$ cat src/rtl/pwm_seq_ctrl_if.sv
// Host/timer bus of the PWM profile sequencer.
// master: host side (drives table writes, go/abort, timer end), slave: sequencer.
interface pwm_seq_ctrl_if #(
    parameter int unsigned IDX_W = 3
);
    logic             iCfgWe;
    logic [IDX_W-1:0] iCfgIdx;
    logic [1:0]       iCfgFld;
    logic [15:0]      iCfgWdata;
    logic [IDX_W:0]   iLen;
    logic             iGo;
    logic             iAbort;
    logic             iTimer_End;
    logic [1:0]       oAddr;
    logic             oWe;
    logic [15:0]      oWdata;
    logic             oStart;
    logic             oBusy;
    logic [IDX_W-1:0] oIdx;
    logic             oDone;
    logic             oErr;

    modport master (
        output iCfgWe, iCfgIdx, iCfgFld, iCfgWdata, iLen, iGo, iAbort, iTimer_End,
        input  oAddr, oWe, oWdata, oStart, oBusy, oIdx, oDone, oErr
    );

    modport slave (
        input  iCfgWe, iCfgIdx, iCfgFld, iCfgWdata, iLen, iGo, iAbort, iTimer_End,
        output oAddr, oWe, oWdata, oStart, oBusy, oIdx, oDone, oErr
    );
endinterface

$ cat src/rtl/pwm_seq_ctrl.sv
// PWM profile sequencer: walks a table of {max, pwm, stop} profiles, programs a
// timer_pwm with each one, pulses start and waits for the timer end edge.
// Optional build macro PWM_SEQ_LOOP_EN: wrap to entry 0 after the last entry
// instead of finishing (oDone then pulses once per completed pass).
module pwm_seq_ctrl #(
    parameter int unsigned DEPTH   = 8,
    parameter int unsigned IDX_W   = 3,
    parameter int unsigned TIMEOUT = 0
) (
    input  logic           iCLK,
    input  logic           iRST,
    pwm_seq_ctrl_if.slave  bus
);

    typedef enum logic [2:0] {
        S_IDLE,
        S_WR_MAX,
        S_WR_PWM,
        S_WR_STOP,
        S_START,
        S_WAIT_END,
        S_DONE
    } state_t;

    localparam logic [IDX_W:0] LEN_MAX = (IDX_W+1)'(DEPTH);

    state_t           state_q, state_d;
    logic [IDX_W-1:0] idx_q, idx_d;
    logic [IDX_W:0]   len_q, len_d;
    logic [IDX_W:0]   len_in;
    logic             err_q, err_d;
    logic [31:0]      wd_q, wd_d;
    logic             pass_q, pass_d;
    logic             end_q;
    logic             end_rise;
    logic             last_entry;
    logic             timeout_hit;

    logic [15:0] max_tbl  [DEPTH];
    logic [15:0] pwm_tbl  [DEPTH];
    logic [15:0] stop_tbl [DEPTH];

    assign end_rise    = bus.iTimer_End & ~end_q;
    assign last_entry  = ({1'b0, idx_q} == (len_q - 1'b1));
    assign timeout_hit = (TIMEOUT != 0) && ((wd_q + 32'd1) == TIMEOUT);
    assign len_in      = (bus.iLen > LEN_MAX) ? LEN_MAX : bus.iLen;

    // Profile table: host writes land only while the sequencer is idle.
    always_ff @(posedge iCLK or posedge iRST) begin
        if (iRST) begin
            for (int unsigned i = 0; i < DEPTH; i++) begin
                max_tbl[i]  <= '0;
                pwm_tbl[i]  <= '0;
                stop_tbl[i] <= '0;
            end
        end else if (bus.iCfgWe && (state_q == S_IDLE)) begin
            case (bus.iCfgFld)
                2'd0:    max_tbl[bus.iCfgIdx]  <= bus.iCfgWdata;
                2'd1:    pwm_tbl[bus.iCfgIdx]  <= bus.iCfgWdata;
                2'd2:    stop_tbl[bus.iCfgIdx] <= bus.iCfgWdata;
                default: ;
            endcase
        end
    end

    // State register plus the sequencing datapath it owns.
    always_ff @(posedge iCLK or posedge iRST) begin
        if (iRST) begin
            state_q <= S_IDLE;
            idx_q   <= '0;
            len_q   <= '0;
            err_q   <= 1'b0;
            wd_q    <= '0;
            pass_q  <= 1'b0;
            end_q   <= 1'b0;
        end else begin
            state_q <= state_d;
            idx_q   <= idx_d;
            len_q   <= len_d;
            err_q   <= err_d;
            wd_q    <= wd_d;
            pass_q  <= pass_d;
            end_q   <= bus.iTimer_End;
        end
    end

    // Next-state and datapath update; abort overrides every other condition.
    always_comb begin
        state_d = state_q;
        idx_d   = idx_q;
        len_d   = len_q;
        err_d   = err_q;
        wd_d    = wd_q;
        pass_d  = 1'b0;
        if (bus.iAbort) begin
            state_d = S_IDLE;
        end else begin
            case (state_q)
                S_IDLE: begin
                    if (bus.iGo) begin
                        err_d = 1'b0;
                        if (bus.iLen == '0) begin
                            state_d = S_DONE;
                        end else begin
                            len_d   = len_in;
                            idx_d   = '0;
                            state_d = S_WR_MAX;
                        end
                    end
                end
                S_WR_MAX:  state_d = S_WR_PWM;
                S_WR_PWM:  state_d = S_WR_STOP;
                S_WR_STOP: state_d = S_START;
                S_START: begin
                    wd_d    = '0;
                    state_d = S_WAIT_END;
                end
                S_WAIT_END: begin
                    if (end_rise) begin
                        if (last_entry) begin
`ifdef PWM_SEQ_LOOP_EN
                            // Loop mode: the pass-complete pulse is a flop because
                            // WR_MAX itself cannot encode it.
                            idx_d   = '0;
                            pass_d  = 1'b1;
                            state_d = S_WR_MAX;
`else
                            state_d = S_DONE;
`endif
                        end else begin
                            idx_d   = idx_q + 1'b1;
                            state_d = S_WR_MAX;
                        end
                    end else if (timeout_hit) begin
                        err_d   = 1'b1;
                        state_d = S_IDLE;
                    end else begin
                        wd_d = wd_q + 32'd1;
                    end
                end
                S_DONE:  state_d = S_IDLE;
                default: state_d = S_IDLE;
            endcase
        end
    end

    // Moore output decode from the registered state.
    always_comb begin
        bus.oAddr  = '0;
        bus.oWe    = 1'b0;
        bus.oWdata = '0;
        bus.oStart = 1'b0;
        bus.oBusy  = (state_q != S_IDLE);
        bus.oIdx   = (state_q != S_IDLE) ? idx_q : '0;
        bus.oDone  = (state_q == S_DONE) | pass_q;
        bus.oErr   = err_q;
        case (state_q)
            S_WR_MAX: begin
                bus.oAddr  = 2'd0;
                bus.oWe    = 1'b1;
                bus.oWdata = max_tbl[idx_q];
            end
            S_WR_PWM: begin
                bus.oAddr  = 2'd1;
                bus.oWe    = 1'b1;
                bus.oWdata = pwm_tbl[idx_q];
            end
            S_WR_STOP: begin
                bus.oAddr  = 2'd2;
                bus.oWe    = 1'b1;
                bus.oWdata = stop_tbl[idx_q];
            end
            S_START: bus.oStart = 1'b1;
            default: ;
        endcase
    end

endmodule
$ cat src/flat_wrapper.sv
// flat-port wrapper written by rule: the top's interface ports become plain ports
module pwm_seq_ctrl_flat 
#(
    parameter int unsigned DEPTH   = 8,
    parameter int unsigned IDX_W   = 3,
    parameter int unsigned TIMEOUT = 0
)
  (iCLK, iRST, bus_iCfgWe, bus_iCfgIdx, bus_iCfgFld, bus_iCfgWdata, bus_iLen, bus_iGo, bus_iAbort, bus_iTimer_End, bus_oAddr, bus_oWe, bus_oWdata, bus_oStart, bus_oBusy, bus_oIdx, bus_oDone, bus_oErr);
  pwm_seq_ctrl_if #(.IDX_W(IDX_W)) bus_i ();
  input  logic iCLK;
  input  logic iRST;
  input wire logic [$bits(bus_i.iCfgWe)-1:0] bus_iCfgWe;
  input wire logic [$bits(bus_i.iCfgIdx)-1:0] bus_iCfgIdx;
  input wire logic [$bits(bus_i.iCfgFld)-1:0] bus_iCfgFld;
  input wire logic [$bits(bus_i.iCfgWdata)-1:0] bus_iCfgWdata;
  input wire logic [$bits(bus_i.iLen)-1:0] bus_iLen;
  input wire logic [$bits(bus_i.iGo)-1:0] bus_iGo;
  input wire logic [$bits(bus_i.iAbort)-1:0] bus_iAbort;
  input wire logic [$bits(bus_i.iTimer_End)-1:0] bus_iTimer_End;
  output wire logic [$bits(bus_i.oAddr)-1:0] bus_oAddr;
  output wire logic [$bits(bus_i.oWe)-1:0] bus_oWe;
  output wire logic [$bits(bus_i.oWdata)-1:0] bus_oWdata;
  output wire logic [$bits(bus_i.oStart)-1:0] bus_oStart;
  output wire logic [$bits(bus_i.oBusy)-1:0] bus_oBusy;
  output wire logic [$bits(bus_i.oIdx)-1:0] bus_oIdx;
  output wire logic [$bits(bus_i.oDone)-1:0] bus_oDone;
  output wire logic [$bits(bus_i.oErr)-1:0] bus_oErr;
  assign bus_i.iCfgWe = bus_iCfgWe;
  assign bus_i.iCfgIdx = bus_iCfgIdx;
  assign bus_i.iCfgFld = bus_iCfgFld;
  assign bus_i.iCfgWdata = bus_iCfgWdata;
  assign bus_i.iLen = bus_iLen;
  assign bus_i.iGo = bus_iGo;
  assign bus_i.iAbort = bus_iAbort;
  assign bus_i.iTimer_End = bus_iTimer_End;
  assign bus_oAddr = bus_i.oAddr;
  assign bus_oWe = bus_i.oWe;
  assign bus_oWdata = bus_i.oWdata;
  assign bus_oStart = bus_i.oStart;
  assign bus_oBusy = bus_i.oBusy;
  assign bus_oIdx = bus_i.oIdx;
  assign bus_oDone = bus_i.oDone;
  assign bus_oErr = bus_i.oErr;
  pwm_seq_ctrl #(.DEPTH(DEPTH), .IDX_W(IDX_W), .TIMEOUT(TIMEOUT)) u_core (.iCLK(iCLK), .iRST(iRST), .bus(bus_i));
endmodule
$ cat config.mk
export PLATFORM = sky130hd
export DESIGN_NAME = pwm_seq_ctrl_flat
export DESIGN_NICKNAME = d
export VERILOG_FILES = /design/src/rtl/pwm_seq_ctrl_if.sv /design/src/rtl/pwm_seq_ctrl.sv /design/src/flat_wrapper.sv
export SDC_FILE = /design/constraint.sdc
export NUM_CORES = 1
export LEC_CHECK = 0
export CAP_MARGIN = 10
export CELL_PAD_IN_SITES_DETAIL_PLACEMENT = 0
export CELL_PAD_IN_SITES_GLOBAL_PLACEMENT = 2
export CORE_UTILIZATION = 40
export DETAILED_ROUTE_END_ITERATION = 16
export GPL_ROUTABILITY_DRIVEN = 0
export PLACE_DENSITY_LB_ADDON = 0.1
export SYNTH_ARGS = -nofsm -noshare
export SYNTH_HDL_FRONTEND = slang
export SYNTH_SLANG_ARGS = --single-unit
$ cat constraint.sdc
create_clock -name iCLK -period 25.9 [get_ports iCLK]
set_input_delay 3.885 -clock iCLK [delete_from_list [all_inputs] [get_ports iCLK]]
set_output_delay 3.885 -clock iCLK [all_outputs]
set_load 0.01 [all_outputs]
==> flow_metrics.py <==
metrics = {
    "pwr": {
        "power.density_cell_area_mw_per_mm2": 103,
        "static-leakage-power_nw": 9.10,
        "max-vdd-ir-drop_uv": 51.8,
    },
    "floorplanning": {
        "die_area_mm2": 0.0473,
        "fp-row-count": 78,
        "horizontal_die_dimension_um": 217,
        "initial_util_pct": 40.7,
        "floorplan.die.height_um": 217,
        "io_count": 57,
        "core_footprint_mm2": 0.0456,
    },
    "worst_hold_path": {
        "hold_path_startpoint": "u_core.stop_tbl[36]",
        "hold_depth": 1,
        "hold_class": "reg -> reg",
    },
    "timing": {
        "worst_case_clock_skew_ns": 0.0143,
        "rsz0062_at_grt": "no",
        "finalHoldViolations": 0,
        "post_layout_min_period_ns": 7.90,
        "totalNegativeSetupSlack_ns": 0,
        "worst_slew_pin_slew_ns": 1.04,
        "finalMaxSlewViolations": 0,
        "fin_crit_sh_pct": 30.5,
        "clock.fmax_ghz": 0.127,
        "setup_viol": 0,
        "maxSlewHeadroom_pct": 30.6,
    },
    "route": {
        "drcViolationCount": 0,
        "drt_wl_total_mm": 48.2,
        "detail_route.wl_per_cell_um": 26.5,
        "drtAntennaViolNets": 0,
        "dr_wl_met3_mm": 2.00,
        "drt-met1-wl_mm": 22.3,
        "drt_pass1_iterations": 4,
        "dr_wl_met2_mm": 22.7,
        "viasPerCell": 5.57,
        "drtIter0Drc": 560,
        "top_layer_used": "met5",
        "count_of_vias_placed_by_the_detailed_router": 10123,
    },
    "worst_setup_path": {
        "worst_setup_path_end_kind": "primary output",
        "worstPathRequired_ns": 22.01,
        "cp_max_fo": 54,
        "worst_setup_path_startpoint": "u_core.idx_q[1]",
        "worst_r2r_path_depth": 6,
        "worstReg2RegStart": "u_core.state_q[0]",
        "cp.arrival_ns": 4.01,
        "startpoint_type": "flop",
        "criticalPathCategory": "reg -> out",
    },
    "global_routing": {
        "first_global_vias": 10915,
        "grt_first_pass_wirelength_mm": 73.7,
        "leftover_overflow_at_the_end_of_global_routing": 0,
        "grtUsageTotal_pct": 21.4,
        "grt_max_degree": 155,
        "antenna_found_initial": 2,
    },
    "layout": {
        "design_area_mm2": 0.0209,
        "n_antenna_cell": 0,
        "share_of_post_route_cells_with_drive_strength_above_1_pct": 48.3,
        "num-nets-final": 1219,
        "areaGrowthSynthToFinish_pct": 12.7,
    },
    "place": {
        "placement.io_buffers": 55,
        "place_area_mm2": 0.0195,
        "hpwl_mm": 26.0,
    },
    "clock_tree": {
        "worst_skew_pair.late_latency_ns": 0.58,
        "clkSlewWorstSetupHoldPaths_ns": 0.06,
        "post_cts.resized_instances": 0,
        "clockBufferDepth": 3,
        "number_of_hold_buffers_added_after_cts": 0,
        "cts-buffers-inserted": 46,
        "cts.sinks": 395,
        "cts.repair_timing.setup_buffer_count": 0,
        "cts_tree": "done",
        "root_buffer": "sky130_fd_sc_hd__clkbuf_16",
        "htree_num_levels": 2,
    },
    "logic_synthesis": {
        "synth-edff-count": 0,
        "mappedNetlistArea_mm2": 0.0186,
        "postSynth.topFlopCell": "sky130_fd_sc_hd__dfrtp_1",
        "synthCells": 1167,
        "post_synth_num_cell_types": 49,
        "ys_ff_latch": 395,
        "syn-num-nets": 1200,
        "synth-seq-area-share_pct": 53.3,
        "synth-async-reset-ratio_pct": 100,
        "yosys_warnings": 0,
        "syn-mean-instance-area_um2": 15.9,
    },
    "outcome": {
        "status": "finished clean",
    },
    "run": {
        "cap_violations": 0,
    },
}
## per-layer routing
| layer | vias up | global-route usage (%) |
|---|---|---|
| met3 | 79 | 3.98 |
| met4 | 4 | 5.99 |
| met5 | - | 0 |
| met1 | 5498 | 30.3 |
| li1 | 4378 | - |
| met2 | 164 | 33.5 |
## area by class of cell
cell class,count,area [µm²]
clock buffer,75,1370
tap,600,751
sequential,395,9900
fill,4021,24700
multi-input combinational,665,8110
clock inverter,3,68.8
inverter,9,41.3
timing repair buffer,69,668
## where the power goes
| group | leakage [nW] | switching (W) | internal (W) | total [W] |
|---|---|---|---|---|
| combinational | 3.19 | 0.000212 | 0.000352 | 0.000564 |
| sequential | 5.21 | 0.000124 | 0.000838 | 0.000962 |
| clock | 0.699 | 0.000256 | 0.000378 | 0.000634 |
## placed cells by master, fill, tap and decap left out, types with 4 or more instances in the layout
cell                                n
sky130_fd_sc_hd__a21oi_1            8
sky130_fd_sc_hd__mux2i_1           48
sky130_fd_sc_hd__clkbuf_16         47
sky130_fd_sc_hd__buf_4             13
sky130_fd_sc_hd__nor2_4             6
sky130_fd_sc_hd__nor3_1             5
sky130_fd_sc_hd__nand2_2            8
sky130_fd_sc_hd__mux2_2           356
sky130_fd_sc_hd__clkbuf_1          19
sky130_fd_sc_hd__clkbuf_8           9
sky130_fd_sc_hd__nand2_1            4
sky130_fd_sc_hd__clkdlybuf4s50_1   55
sky130_fd_sc_hd__o21ai_0           23
sky130_fd_sc_hd__nor2_1             7
sky130_fd_sc_hd__dfrtp_1          392
sky130_fd_sc_hd__mux4_2            96
sky130_fd_sc_hd__o22a_1            16
sky130_fd_sc_hd__mux2_4            30
sky130_fd_sc_hd__inv_1              7
sky130_fd_sc_hd__nor2_8             4
sky130_fd_sc_hd__nand3b_1           9
sky130_fd_sc_hd__nor3b_1            4
## cells in the mapped netlist (2+ instances only)
| library cell | instances | area, µm² |
|---|---|---|
| sky130_fd_sc_hd__dfrtp_1 | 395 | 9880 |
| sky130_fd_sc_hd__mux2_2 | 356 | 4010 |
| sky130_fd_sc_hd__mux4_2 | 96 | 2160 |
| sky130_fd_sc_hd__mux2i_1 | 48 | 480 |
| sky130_fd_sc_hd__clkbuf_1 | 41 | 154 |
| sky130_fd_sc_hd__mux2_4 | 30 | 450 |
| sky130_fd_sc_hd__o21ai_0 | 23 | 115 |
| sky130_fd_sc_hd__buf_2 | 22 | 110 |
| sky130_fd_sc_hd__o22a_1 | 16 | 140 |
| sky130_fd_sc_hd__buf_1 | 14 | 52.6 |
| sky130_fd_sc_hd__buf_4 | 9 | 67.6 |
| sky130_fd_sc_hd__nand3b_1 | 9 | 67.6 |
| sky130_fd_sc_hd__a21oi_1 | 8 | 40.0 |
| sky130_fd_sc_hd__buf_6 | 8 | 90.1 |
| sky130_fd_sc_hd__inv_1 | 8 | 30.0 |
| sky130_fd_sc_hd__nand2_2 | 8 | 50.1 |
| sky130_fd_sc_hd__nor2_2 | 8 | 50.1 |
| sky130_fd_sc_hd__nor2_1 | 7 | 26.3 |
| sky130_fd_sc_hd__nor3_1 | 5 | 25.0 |
| sky130_fd_sc_hd__buf_12 | 4 | 80.1 |
| sky130_fd_sc_hd__nand2_1 | 4 | 15.0 |
| sky130_fd_sc_hd__nor2_8 | 4 | 80.1 |
| sky130_fd_sc_hd__nor3b_1 | 4 | 30.0 |
| sky130_fd_sc_hd__nand2b_1 | 3 | 18.8 |
| sky130_fd_sc_hd__nand4b_1 | 3 | 26.3 |
| sky130_fd_sc_hd__nor2b_4 | 3 | 41.3 |
| sky130_fd_sc_hd__a211oi_1 | 2 | 15.0 |
| sky130_fd_sc_hd__and2_1 | 2 | 12.5 |
| sky130_fd_sc_hd__and2b_1 | 2 | 15.0 |
| sky130_fd_sc_hd__ha_1 | 2 | 25.0 |
| sky130_fd_sc_hd__nand3_1 | 2 | 10.0 |
| sky130_fd_sc_hd__nor4_1 | 2 | 12.5 |
| sky130_fd_sc_hd__o31ai_1 | 2 | 15.0 |
| sky130_fd_sc_hd__xnor2_1 | 2 | 17.5 |
## final timing paths
kind	slack, ns	to
min in group asynchronous	3.82	u_core.max_tbl[46]
hold / removal	0.50	u_core.stop_tbl[36]
hold reg to reg	0.50	u_core.stop_tbl[36]
max in group asynchronous	19.79	u_core.pwm_tbl[11]
setup / recovery	18.00	bus_oWdata[6]
setup reg to reg	22.62	u_core.stop_tbl[71]
## logic make-up (layout without fill, tap and decap cells)
group	count (synthesis)	count (layout)	share of synthesized area [%]
buffers and inverters	107	156	3.17
other	1	1	0.0202
adder cells (fa/ha/maj)	2	2	0.135
multiplexers	530	530	38.3
flip-flops	395	395	53.3
AND/OR/NAND/NOR	72	72	2.97
AO/OA/AOI/OAI	57	57	2.02
XOR/XNOR	3	3	0.142
## critical path, cell delays in order (launching register included)
cell and delay (ns):
sky130_fd_sc_hd__dfrtp_4 0.96, sky130_fd_sc_hd__buf_4 0.85, sky130_fd_sc_hd__mux4_2 0.59, sky130_fd_sc_hd__mux2i_1 0.19, sky130_fd_sc_hd__o22a_1 0.16, sky130_fd_sc_hd__o21ai_0 0.11
sky130_fd_sc_hd__clkdlybuf4s50_1 0.51
## per-stage QoR
step / power [W] / hold slack, ns / setup WS [ns] / cells / utilization, %
2_1_floorplan: 0.00139 / 0.474 / 11.03 / 1167 / -
3_3_place_gp: 0.00153 / 0.481 / 18.57 / 1738 / 42.7
3_5_place_dp: 0.00154 / 0.488 / 18.56 / 1738 / 42.7
4_1_cts: 0.00219 / 0.501 / 17.92 / 1816 / 45.9
5_1_grt: 0.00228 / 0.508 / 17.82 / 1816 / 45.9
6_report: 0.00216 / 0.498 / 18.00 / 1816 / 45.9
## flip-flops by register name, indices dropped and copies added (netlist names)
signal and count:
u_core.idx_q 3, u_core.state_q 3, u_core.len_q 4, u_core.end_q 1, u_core.max_tbl 128, u_core.pwm_tbl 128, u_core.stop_tbl 128
(Power assumes the default switching activity.)
